File: src/rtl/ad_ip_jesd204_tpl_dac_start_ctrl.sv
// Start/stop sequencer for the JESD204 TPL DAC datapath (link clock domain).
// Define AD_TPL_DAC_UNF_CNT_EN to build the 16-bit total underflow counter on unf_count.
module ad_ip_jesd204_tpl_dac_start_ctrl #(
    parameter int unsigned LMFC_CNT_WIDTH  = 8,
    parameter int unsigned UNF_LIMIT_WIDTH = 8
) (
    input  logic                       clk,
    input  logic                       resetn,
    input  logic                       arm,
    input  logic                       disarm,
    input  logic                       ext_sync_mode,
    input  logic                       ext_sync,
    input  logic [LMFC_CNT_WIDTH-1:0]  lmfc_period,
    input  logic                       link_ready,
    input  logic                       dac_dunf,
    input  logic [UNF_LIMIT_WIDTH-1:0] unf_limit,
    output logic                       dac_sync,
    output logic                       dp_enable,
    output logic                       armed,
    output logic [1:0]                 ctrl_state,
    output logic                       unf_stop,
    output logic                       link_lost,
    output logic [15:0]                unf_count
);

    typedef enum logic [1:0] {
        StIdle         = 2'd0,
        StArmed        = 2'd1,
        StWaitBoundary = 2'd2,
        StRun          = 2'd3
    } state_e;

    state_e                     state_q, state_d;
    logic [LMFC_CNT_WIDTH-1:0]  lmfc_cnt_q, lmfc_cnt_d;
    logic [UNF_LIMIT_WIDTH-1:0] unf_cnt_q, unf_cnt_d, unf_cnt_inc;
    logic                       ext_sync_q;
    logic                       dac_sync_q, dac_sync_d;
    logic                       dp_enable_q, dp_enable_d;
    logic                       armed_q, armed_d;
    logic                       unf_stop_q, unf_stop_d;
    logic                       link_lost_q, link_lost_d;
    logic                       boundary, rise, accept_arm, unf_hit;

    always_comb begin
        boundary    = (lmfc_cnt_q == lmfc_period);
        rise        = ext_sync & ~ext_sync_q;
        // A shrunk period below the current count also wraps here, without a boundary.
        lmfc_cnt_d  = (lmfc_cnt_q >= lmfc_period) ? '0 : lmfc_cnt_q + LMFC_CNT_WIDTH'(1);
        unf_cnt_inc = (&unf_cnt_q) ? unf_cnt_q : unf_cnt_q + UNF_LIMIT_WIDTH'(1);
        unf_hit     = dac_dunf && (unf_limit != '0) && (unf_cnt_inc >= unf_limit);
        accept_arm  = (state_q == StIdle) && arm && !disarm;

        state_d     = state_q;
        unf_cnt_d   = unf_cnt_q;
        unf_stop_d  = unf_stop_q;
        link_lost_d = link_lost_q;

        unique case (state_q)
            StIdle: begin
                if (accept_arm) begin
                    state_d     = ext_sync_mode ? StArmed : StWaitBoundary;
                    unf_stop_d  = 1'b0;
                    link_lost_d = 1'b0;
                    unf_cnt_d   = '0;
                end
            end
            StArmed: begin
                if (disarm) begin
                    state_d = StIdle;
                end else if (rise) begin
                    state_d = StWaitBoundary;
                end
            end
            StWaitBoundary: begin
                if (disarm) begin
                    state_d = StIdle;
                end else if (boundary && link_ready) begin
                    state_d   = StRun;
                    unf_cnt_d = '0;
                end
            end
            StRun: begin
                unf_cnt_d = dac_dunf ? unf_cnt_inc : '0;
                if (disarm) begin
                    state_d = StIdle;
                end else if (!link_ready) begin
                    state_d     = StIdle;
                    link_lost_d = 1'b1;
                end else if (unf_hit) begin
                    state_d    = StIdle;
                    unf_stop_d = 1'b1;
                end
            end
            default: state_d = StIdle;
        endcase

        dac_sync_d  = (state_q == StWaitBoundary) && (state_d == StRun);
        dp_enable_d = (state_d == StRun);
        armed_d     = (state_d == StArmed) || (state_d == StWaitBoundary);
    end

    always_ff @(posedge clk or negedge resetn) begin
        if (!resetn) begin
            state_q     <= StIdle;
            lmfc_cnt_q  <= '0;
            unf_cnt_q   <= '0;
            ext_sync_q  <= 1'b0;
            dac_sync_q  <= 1'b0;
            dp_enable_q <= 1'b0;
            armed_q     <= 1'b0;
            unf_stop_q  <= 1'b0;
            link_lost_q <= 1'b0;
        end else begin
            state_q     <= state_d;
            lmfc_cnt_q  <= lmfc_cnt_d;
            unf_cnt_q   <= unf_cnt_d;
            ext_sync_q  <= ext_sync;
            dac_sync_q  <= dac_sync_d;
            dp_enable_q <= dp_enable_d;
            armed_q     <= armed_d;
            unf_stop_q  <= unf_stop_d;
            link_lost_q <= link_lost_d;
        end
    end

`ifdef AD_TPL_DAC_UNF_CNT_EN
    logic [15:0] unf_total_q, unf_total_d;

    always_comb begin
        unf_total_d = unf_total_q;
        if (accept_arm) begin
            unf_total_d = '0;
        end else if ((state_q == StRun) && dac_dunf && !(&unf_total_q)) begin
            unf_total_d = unf_total_q + 16'd1;
        end
    end

    always_ff @(posedge clk or negedge resetn) begin
        if (!resetn) begin
            unf_total_q <= '0;
        end else begin
            unf_total_q <= unf_total_d;
        end
    end

    assign unf_count = unf_total_q;
`else
    assign unf_count = 16'd0;
`endif

    assign dac_sync   = dac_sync_q;
    assign dp_enable  = dp_enable_q;
    assign armed      = armed_q;
    assign ctrl_state = state_q;
    assign unf_stop   = unf_stop_q;
    assign link_lost  = link_lost_q;

endmodule
File: config.mk
export PLATFORM = sky130hd
export DESIGN_NAME = ad_ip_jesd204_tpl_dac_start_ctrl
export DESIGN_NICKNAME = d
export VERILOG_FILES = /design/src/rtl/ad_ip_jesd204_tpl_dac_start_ctrl.sv
export SDC_FILE = /design/constraint.sdc
export NUM_CORES = 1
export LEC_CHECK = 0
export ABC_AREA = 1
export CELL_PAD_IN_SITES_DETAIL_PLACEMENT = 0
export CELL_PAD_IN_SITES_GLOBAL_PLACEMENT = 2
export CORE_MARGIN = 2
export CORE_UTILIZATION = 24
export DETAILED_ROUTE_END_ITERATION = 7
export PLACE_DENSITY = 0.82
export REMOVE_ABC_BUFFERS = 1
export SLEW_MARGIN = 20
export SYNTH_ARGS = -nofsm -noshare
export SYNTH_HDL_FRONTEND = slang
export SYNTH_SLANG_ARGS = --single-unit
File: constraint.sdc
create_clock -name clk -period 2.3 [get_ports clk]
set_input_delay 0.23 -clock clk [delete_from_list [all_inputs] [get_ports clk]]
set_output_delay 0.23 -clock clk [all_outputs]
set_load 0.02 [all_outputs]
* Word level (Yosys, flattened, before mapping)
Cells that the tools add are included.
** Word-level totals
- Register bits after elaboration :: 24
- Input bits :: 24
- Output and inout port bits :: 23
** Cells by class
- Add/sub/neg operators :: 2
- Magnitude comparators :: 2
- Eq/ne operators :: 14
- Multiplexer cells :: 25
- Bitwise operators :: 2
- Reduce and logical (&&, ||, !) cells :: 16
** Operator list (number)
- two-way mux 8 bit :: 6
- case mux 8 bit (3 select lines) :: 1
- two-way mux 2 bit :: 9
- adder 8 x 1 -> 8 bit, second input constant :: 2
- >= comparator 8 bit :: 2
- != test 2 bit, second input constant :: 7
- == test 2 bit, second input constant :: 4
- == test 8 bit :: 1
- case mux 2 bit (4 select lines) :: 1
- AND reduction 4 bit :: 2
- AND reduction 8 bit :: 1
- nonzero test 8 bit :: 1
- logical AND 1 bit :: 6
- two-way mux 1 bit :: 6
- AND reduction 5 bit :: 1
- == test 2 x 1 -> 1 bit, second input constant :: 2
- case mux 1 bit (2 select lines) :: 2
- nonzero test 3 bit :: 1
- logical NOT 2 bit :: 1
- nonzero test 2 bit :: 1
- AND 1 bit :: 1
- logical NOT 1 bit :: 1
- logical OR 1 bit :: 1
- NOT 1 bit :: 1

* Logic depth before layout (Yosys ltp)
Gate-level depths: netlist of the first run.
- Word-level depth :: 10
- Mapped depth :: 20

* Worst setup path after synthesis of the first run
Ideal clock, no wire load.
- Path type :: register to register
- From :: register unf_cnt_q[0]
- To :: register armed_q, in the netlist armed
- Setup time :: 0.126 ns
- Arrival time :: 2.192 ns
- Required time :: 2.174 ns
- Path slack :: -0.017 ns
- Cell stages (with the launch flop) :: 18
- Path buffers :: 0
- Period minus slack after synthesis :: 2.317 ns
- Path through :: dfrtp_1 > ha_1 > nand3_2 > nor3_4 > nand2_4 > nand2_2 > nand2_2 > ha_1 > nand2_1 > nor2_1 > nor2_1 > nand2_1 > nand2_1 > nand2_1 > nand2_1 > nand2_1 > nand3_1 > ha_1
** Between the ends
- Cells in the longest elaborated chain, start to end :: 10
- Elaborated cells between the ends (all ways) :: 12
- Those cells by class :: add/sub: 1; order compare: 1; eq/ne: 2; mux: 5; reduce/logical: 3
** Ends and longest elaborated chain
- start, declared :: line 35 : logic [UNF_LIMIT_WIDTH-1:0] unf_cnt_q, unf_cnt_d, unf_cnt_inc;
- start signal, assigned :: line 116 : unf_cnt_q <= unf_cnt_d;
- adder 8 x 1 -> 8 bit or AND reduction 8 bit (tied branches) :: line 49 : unf_cnt_inc = (&unf_cnt_q) ? unf_cnt_q : unf_cnt_q + UNF_LIMIT_WIDTH'(1);
- two-way mux 8 bit (*) :: line 49
- >= comparator 8 bit (*) :: line 50 : unf_hit = dac_dunf && (unf_limit != '0) && (unf_cnt_inc >= unf_limit);
- logical AND 1 bit (*) :: line 50
- two-way mux 2 bit (*) :: line 89 : end else if (unf_hit) begin
- two-way mux 2 bit (*) :: line 86 : end else if (!link_ready) begin
- two-way mux 2 bit (*) :: line 84 : if (disarm) begin
- case mux 2 bit (4 select lines) (*) :: line 58 : unique case (state_q)
- via state_d[0] :: line 33 : state_e state_q, state_d;
- == test 2 x 1 -> 1 bit or == test 2 bit (tied branches) :: line 99 : armed_d = (state_d == StArmed) || (state_d == StWaitBoundary);
- logical OR 1 bit (*) :: line 99
- via armed_d :: line 39 : logic armed_q, armed_d;
- end signal, assigned :: line 120 : armed_q <= armed_d;
- end, declared :: line 39
The timed path passes the listed nets; every way through them passes the cells marked *.
A chain may end at the register's enable or synchronous reset.

* Worst setup path after layout of the first run
- From :: register unf_cnt_q[1]
- To :: register dac_sync_q, in the netlist dac_sync
** Between the ends
- Cells in the longest elaborated chain, start to end :: 10
- Elaborated cells between the ends (all ways) :: 11
- Those cells by class :: add/sub: 1; order compare: 1; eq/ne: 1; mux: 5; reduce/logical: 3
** Ends and longest elaborated chain
- adder 8 x 1 -> 8 bit or AND reduction 8 bit (tied branches) :: line 49
- two-way mux 8 bit (*) :: line 49
- >= comparator 8 bit (*) :: line 50
- logical AND 1 bit (*) :: line 50
- two-way mux 2 bit (*) :: line 89
- two-way mux 2 bit (*) :: line 86
- two-way mux 2 bit (*) :: line 84
- case mux 2 bit (4 select lines) (*) :: line 58
- via state_d[0] :: line 33
- == test 2 bit (*)
- via dp_enable_d :: line 38 : logic dp_enable_q, dp_enable_d;
- logical AND 1 bit (*) :: line 97 : dac_sync_d = (state_q == StWaitBoundary) && (state_d == StRun);
- via dac_sync_d :: line 37 : logic dac_sync_q, dac_sync_d;
- end signal, assigned :: line 118 : dac_sync_q <= dac_sync_d;
- end, declared :: line 37
Marked as above.

==> results of run 1 <==
-- per-layer routing --
layer / vias to the layer above / GRT usage [%] / share of wire, %
met3: 2 / 0.918 / 2.9
met2: 28 / 16.0 / 49
met4: 0 / 3.08 / 0.87
li1: 830 / - / -
met1: 693 / 12.6 / 47
met5: - / 0 / 0
-- synthesized netlist by cell type --
library cell / instances
nand2_4: 1
nor2_1: 27
o21ai_0: 4
dfrtp_1: 24
o21a_1: 1
a32o_1: 1
o21ai_2: 3
xnor2_1: 2
ha_1: 19
nand4_1: 5
nor3_4: 1
nand3b_1: 2
buf_4: 16
a21oi_1: 6
nand2_1: 60
nand3_2: 1
nand2_2: 3
or2_2: 2
and2_1: 1
nand3_1: 15
o22a_1: 1
nor3_1: 2
conb_1: 1
xor2_1: 4
inv_1: 38
-- cell type report --
| cell class | instances | area (sq um) | area share (%) |
|---|---|---|---|
| multi-input combinational | 177 | 1080 | 43.6 |
| sequential | 24 | 602 | 24.3 |
| timing repair buffer | 51 | 458 | 18.5 |
| inverter | 38 | 143 | 5.76 |
| tap | 99 | 124 | 5.00 |
| clock buffer | 3 | 41.3 | 1.67 |
| clock inverter | 1 | 30.0 | 1.21 |
-- path summary, 6_finish.rpt --
| path | cells after the start | slack, ns | end |
|---|---|---|---|
| max | 15 | -0.04 | dac_sync |
| min | 2 | 0.33 | dp_enable |
| min reg2reg | 1 | 0.49 | lmfc_cnt_q[0] |
| min in group clk | 1 | 0.46 | ext_sync_q |
| max in group asynchronous | 2 | 1.71 | unf_cnt_q[2] |
| max reg2reg | 15 | -0.04 | dac_sync |
-- power breakdown --
| group | internal, mW | switching, mW | total (mW) |
|---|---|---|---|
| Sequential | 0.490 | 0.0700 | 0.561 |
| Clock | 0.232 | 0.133 | 0.365 |
| Combinational | 0.210 | 0.244 | 0.453 |
| Total | 0.933 | 0.446 | 1.38 |
-- state kept, by name (all words and copies together) (netlist names) --
signal	count
armed	1
ctrl_state	2
dac_sync	1
dp_enable	1
ext_sync_q	1
link_lost	1
lmfc_cnt_q	8
unf_cnt_q	8
unf_stop	1
-- metrics by stage --
stage                     setup TNS [ns]  cell area [sq um]  power, mW  utilization [%]
final                            -0.0755               2480       1.38             34.2
after global routing              -0.467               2480       1.49             34.2
after CTS                         -0.138               2420       1.40             33.4
after detailed placement          -0.352               2260       1.01             31.1
after global placement            -0.150               2260       1.00             31.1
after floorplan                  -0.0265               1730      0.856                -
-- logic make-up after synthesis --
group                      synth area share (%)
AOI/OAI and AO/OA                          5.72
xor gates and xnor gates                   2.93
adders and majority gates                  13.3
buffers and inverters                      14.7
DFF                                        33.5
other                                     0.209
and+or+nand+nor                            29.7
-- repair_timing --
item                                    4_1_cts  5_1_grt
buffers inserted                              5        2
endpoints found under the setup margin        3        5
hold endpoints to repair                      0        0
pin swaps                                     6        1
gates resized for setup                      11        7
==> summary.txt, run 1 <==
outcome: finished with violations
violations in the final reports: negative setup slack
RSZ-0062 raised after global routing: true
Placer Congestion: 0.756
top post-synthesis cells by area: dfrtp_1 33%, ha_1 13%, nand2_1 13%
post-synthesis sequential area ratio: 33.5%
Die H: 90.4 microns
vias in the first global route: 1444
synthesized flop and latch total: 24
Avg Synthesized Cell Area: 7.47 sq um
worst slew pin tran: 0.589 ns
first-pass GRT wire length: 6440 microns
critical path type: flop to flop
r2r startpoint: unf_cnt_q[1]
Yosys top cell area share: 33.5%
WP buf/inv: 2
Hold WS: 0.326 ns
Net count, final: 338
most frequent cells in the layout: 58 x nand2_1, 38 x inv_1, 30 x clkdlybuf4s50_1, 26 x nor2_1, 23 x dfrtp_1
Cell Chain, Critical Path: buf_4 -> nand3_1 -> nor2_4 -> or2_2 -> and2_4 -> ha_4 -> a21oi_2 -> o21a_1 -> nand2_1 -> nand2_2 -> nand2_4 -> nand3_4 -> ha_4 -> inv_1 -> nor2_1
CP peak stage delay: 0.40 ns
clock buffer depth: 2
synthesized cell area: 0.00179 sq mm
PD cells: 557 mW/mm^2
Port Buffers: 30
HP Class: input port to asynchronous set/reset pin
P&R area growth vs syn: 38.2%
Die ar.: 0.00818 sq mm
worst vdd ir: 0.000225 V
Remaining Overflow, GRT: 0
final setup fails: 2
TritonCTS Buffers: 3
Initial Util: 24.7%
CP top delay family: simple AND/OR/NAND/NOR gates
Fin Clk Skew: 0.00798 ns
largest net degree at the start of global routing: 25
cts hold-fix bufs: 0
row count: 31
Die W: 90.4 microns
Floorplan Core Area: 0.00725 sq mm
most used cell, CP: ha_4
root buffer cell: clkbuf_8
routed vias/inst: 3.95
via count: 1553
slowest cell on the critical path: dfrtp_1
Final Hold Vio Count: 0
Tot GR Track Use: 9.43%
min Tclk post-route: 2.34 ns
Distinct cells, synth: 25
CTS tree: done
WL per Instance: 9.61 microns
worst-path maximum fanout: 4
Diodes inserted: 0
CP startpoint: unf_cnt_q[1]
HPWL after DPL: 3080 microns
Final period util: 102%
Final Max Tran Viols: 0
Lkg Pwr: 1.31 nW
fillers: 781
H-Tree Depth: 1
DRC: 0
initial antenna violation count: 0
post-route setup slack: -0.0404 ns
placed insts: 382
dpl ws: -0.163 ns
endpoint class of the critical path: flop
Max Freq: 0.427 GHz
Post-Syn Instances: 240
commonest non-fill, non-tap cell in the layout: nand2_1
Worst-Skew Late Latency: 0.26 ns
DR iter-0 viols: 69
clock slew at reported path FFs: 0.09 ns
nature of the critical path startpoint: flop
DR pass1 iterations: 4
Max-Cap Viols: 0
post-route ant nets: 0
Routed WL: 3780 microns
I/O Pins: 47
Finished Layout Cells: 393
CTS Sinks: 24
leading area contributor after synthesis: dfrtp_1
Slew headroom: 60.6%
Critical Path RT: 2.47 ns
CP arrival: 2.51 ns
layout cells sized above 1: 16.7%
Ys Warns: 0
Power figures use the tool's default switching activity.
==> run 2: changes to the inputs <==
--- a/config.mk
+++ b/config.mk
@@ -9,9 +9,9 @@
 export CELL_PAD_IN_SITES_DETAIL_PLACEMENT = 0
 export CELL_PAD_IN_SITES_GLOBAL_PLACEMENT = 2
 export CORE_MARGIN = 2
-export CORE_UTILIZATION = 24
+export CORE_UTILIZATION = 27
 export DETAILED_ROUTE_END_ITERATION = 7
-export PLACE_DENSITY = 0.82
+export PLACE_DENSITY = 0.87
 export REMOVE_ABC_BUFFERS = 1
 export SLEW_MARGIN = 20
 export SYNTH_ARGS = -nofsm -noshare
==> constraint.sdc (replaced) <==
create_clock -name clk -period 2.4 [get_ports clk]
set_input_delay 0.24 -clock clk [delete_from_list [all_inputs] [get_ports clk]]
set_output_delay 0.24 -clock clk [all_outputs]
set_load 0.02 [all_outputs]
==> run 2 against run 1 <==
Net effect: the run now ends clean; combinational power decreased by 5.3%; die area decreased by 11%; clock skew decreased by 0.0024 ns; power decreased by 4.1%; worst setup slack improved by 0.061 ns; final cell count decreased by 6.9%; sequential power decreased by 4.6%; sequential share of layout area increased by 0.34 points; flip-flop and latch count unchanged; register-to-register slack improved by 0.06 ns; global-route usage increased by 1.2 points; maximum frequency decreased by 1.6%; largest power group unchanged.
==> summary.txt, run 2 (synthesis gave the netlist of run 1 again) <==
slowest cell on the critical path: dfrtp_1
clock slew at reported path FFs: 0.09 ns
first-pass GRT wire length: 6390 microns
Finished Layout Cells: 366
post-route setup slack: 0.0208 ns
min Tclk post-route: 2.38 ns
HPWL after DPL: 2990 microns
PD cells: 543 mW/mm^2
Slew headroom: 59.2%
Die H: 85.5 microns
CTS tree: done
largest net degree at the start of global routing: 25
Max-Cap Viols: 0
Worst-Skew Late Latency: 0.27 ns
Fin Clk Skew: 0.00556 ns
nature of the critical path startpoint: flop
Floorplan Core Area: 0.00639 sq mm
DRC: 0
Port Buffers: 30
Final Max Tran Viols: 0
DR pass1 iterations: 4
Max Freq: 0.420 GHz
HP Class: input port to asynchronous set/reset pin
worst vdd ir: 0.000225 V
most used cell, CP: nand2_1
post-route ant nets: 0
critical path type: flop to flop
Lkg Pwr: 1.29 nW
vias in the first global route: 1520
endpoint class of the critical path: flop
clock buffer depth: 2
I/O Pins: 47
P&R area growth vs syn: 36.0%
most frequent cells in the layout: 56 x nand2_1, 37 x inv_1, 30 x clkdlybuf4s50_1, 26 x nor2_1, 24 x dfrtp_1
layout cells sized above 1: 15.9%
Placer Congestion: 0.765
root buffer cell: clkbuf_8
RSZ-0062 raised after global routing: true
CP arrival: 2.56 ns
commonest non-fill, non-tap cell in the layout: nand2_1
Net count, final: 333
outcome: finished, final reports clean
Initial Util: 28.1%
final setup fails: 0
cts hold-fix bufs: 0
Final period util: 99.1%
Routed WL: 3860 microns
Cell Chain, Critical Path: ha_2 -> nand3_4 -> nor3_4 -> nand2_4 -> nand2_2 -> nand2_2 -> ha_4 -> nand2_1 -> nor2_1 -> nor2_1 -> nand2_1 -> nand2_1 -> nand2_1 -> nand2_2 -> nand2_4 -> nand3_4 -> ha_4 -> inv_2 -> nor2_1
TritonCTS Buffers: 3
initial antenna violation count: 0
worst slew pin tran: 0.610 ns
Remaining Overflow, GRT: 0
Die W: 85.5 microns
CTS Sinks: 24
FF-to-FF setup slack: 0.02 ns
Finished Core Util: 38.2%
Final Hold Vio Count: 0
Hold WS: 0.323 ns
TNS Setup: 0 ns
Diodes inserted: 0
Die ar.: 0.00731 sq mm
Critical Path RT: 2.58 ns
row count: 29
CP peak stage delay: 0.37 ns
via count: 1565
DR iter-0 viols: 55
H-Tree Depth: 1
Tot GR Track Use: 10.6%
WL per Instance: 10.6 microns
fillers: 655
worst-path maximum fanout: 8
placed insts: 355
dpl ws: -0.0696 ns
routed vias/inst: 4.28
run 2: cell count changes in the layout (fill, tap and decap cells not counted), sizes merged:
cell	delta
buf	-5
run 2: worst paths after layout:
check	from	endpoint	depth (start not counted)
max in group asynchronous	resetn	lmfc_cnt_q[6]	2
setup reg to reg	unf_cnt_q[0]	dac_sync	19
setup / recovery	unf_cnt_q[0]	dac_sync	19
min in group clk	ext_sync	ext_sync_q	1
hold / removal	resetn	ctrl_state[1]	2
hold reg to reg	lmfc_cnt_q[0]	lmfc_cnt_q[0]	1
run 2: layout make-up:
type                       instances  area, sq um  area share (%)
clock buffer                       3         41.3            1.69
clock inverter                     1         30.0            1.23
inverter                          38          143            5.85
multi-input combinational        177         1110            45.4
sequential                        24          601            24.6
tap                               77         96.3            3.95
timing repair buffer              46          420            17.2
run 2: worst max-delay path: cells and delay by family, from the launching register on:
| family | cells | cell delay, ns |
|---|---|---|
| adder cells (fa/ha/maj) | 3 | 0.66 |
| buffers and inverters | 1 | 0.04 |
| flip-flops | 1 | 0.37 |
| AND/OR/NAND/NOR | 15 | 1.22 |
run 2: per-stage QoR:
| stage | instance area, sq um | total power, mW |
|---|---|---|
| 2_1_floorplan | 1730 | 0.821 |
| 3_3_place_gp | 2190 | 0.952 |
| 3_5_place_dp | 2190 | 0.962 |
| 4_1_cts | 2340 | 1.33 |
| 5_1_grt | 2440 | 1.43 |
| 6_report | 2440 | 1.32 |
run 2: where the power goes:
part	switching, mW	internal, mW	total (mW)
clock	0.136	0.223	0.359
combinational	0.232	0.197	0.429
sequential	0.0647	0.470	0.535
run 2: layer usage:
layer	global-route usage (%)	vias up	routed length (microns)
li1	-	820	-
met1	13.3	708	1760
met3	1.06	4	142
met5	0	-	0
met2	19.0	33	1920
met4	3.75	0	42
run 2: repair_timing:
action | CTS | global route
setup buffers | 5 | 2
setup endpoints to repair | 3 | 4
gates resized for setup | 8 | 15
pin swaps | 5 | 9
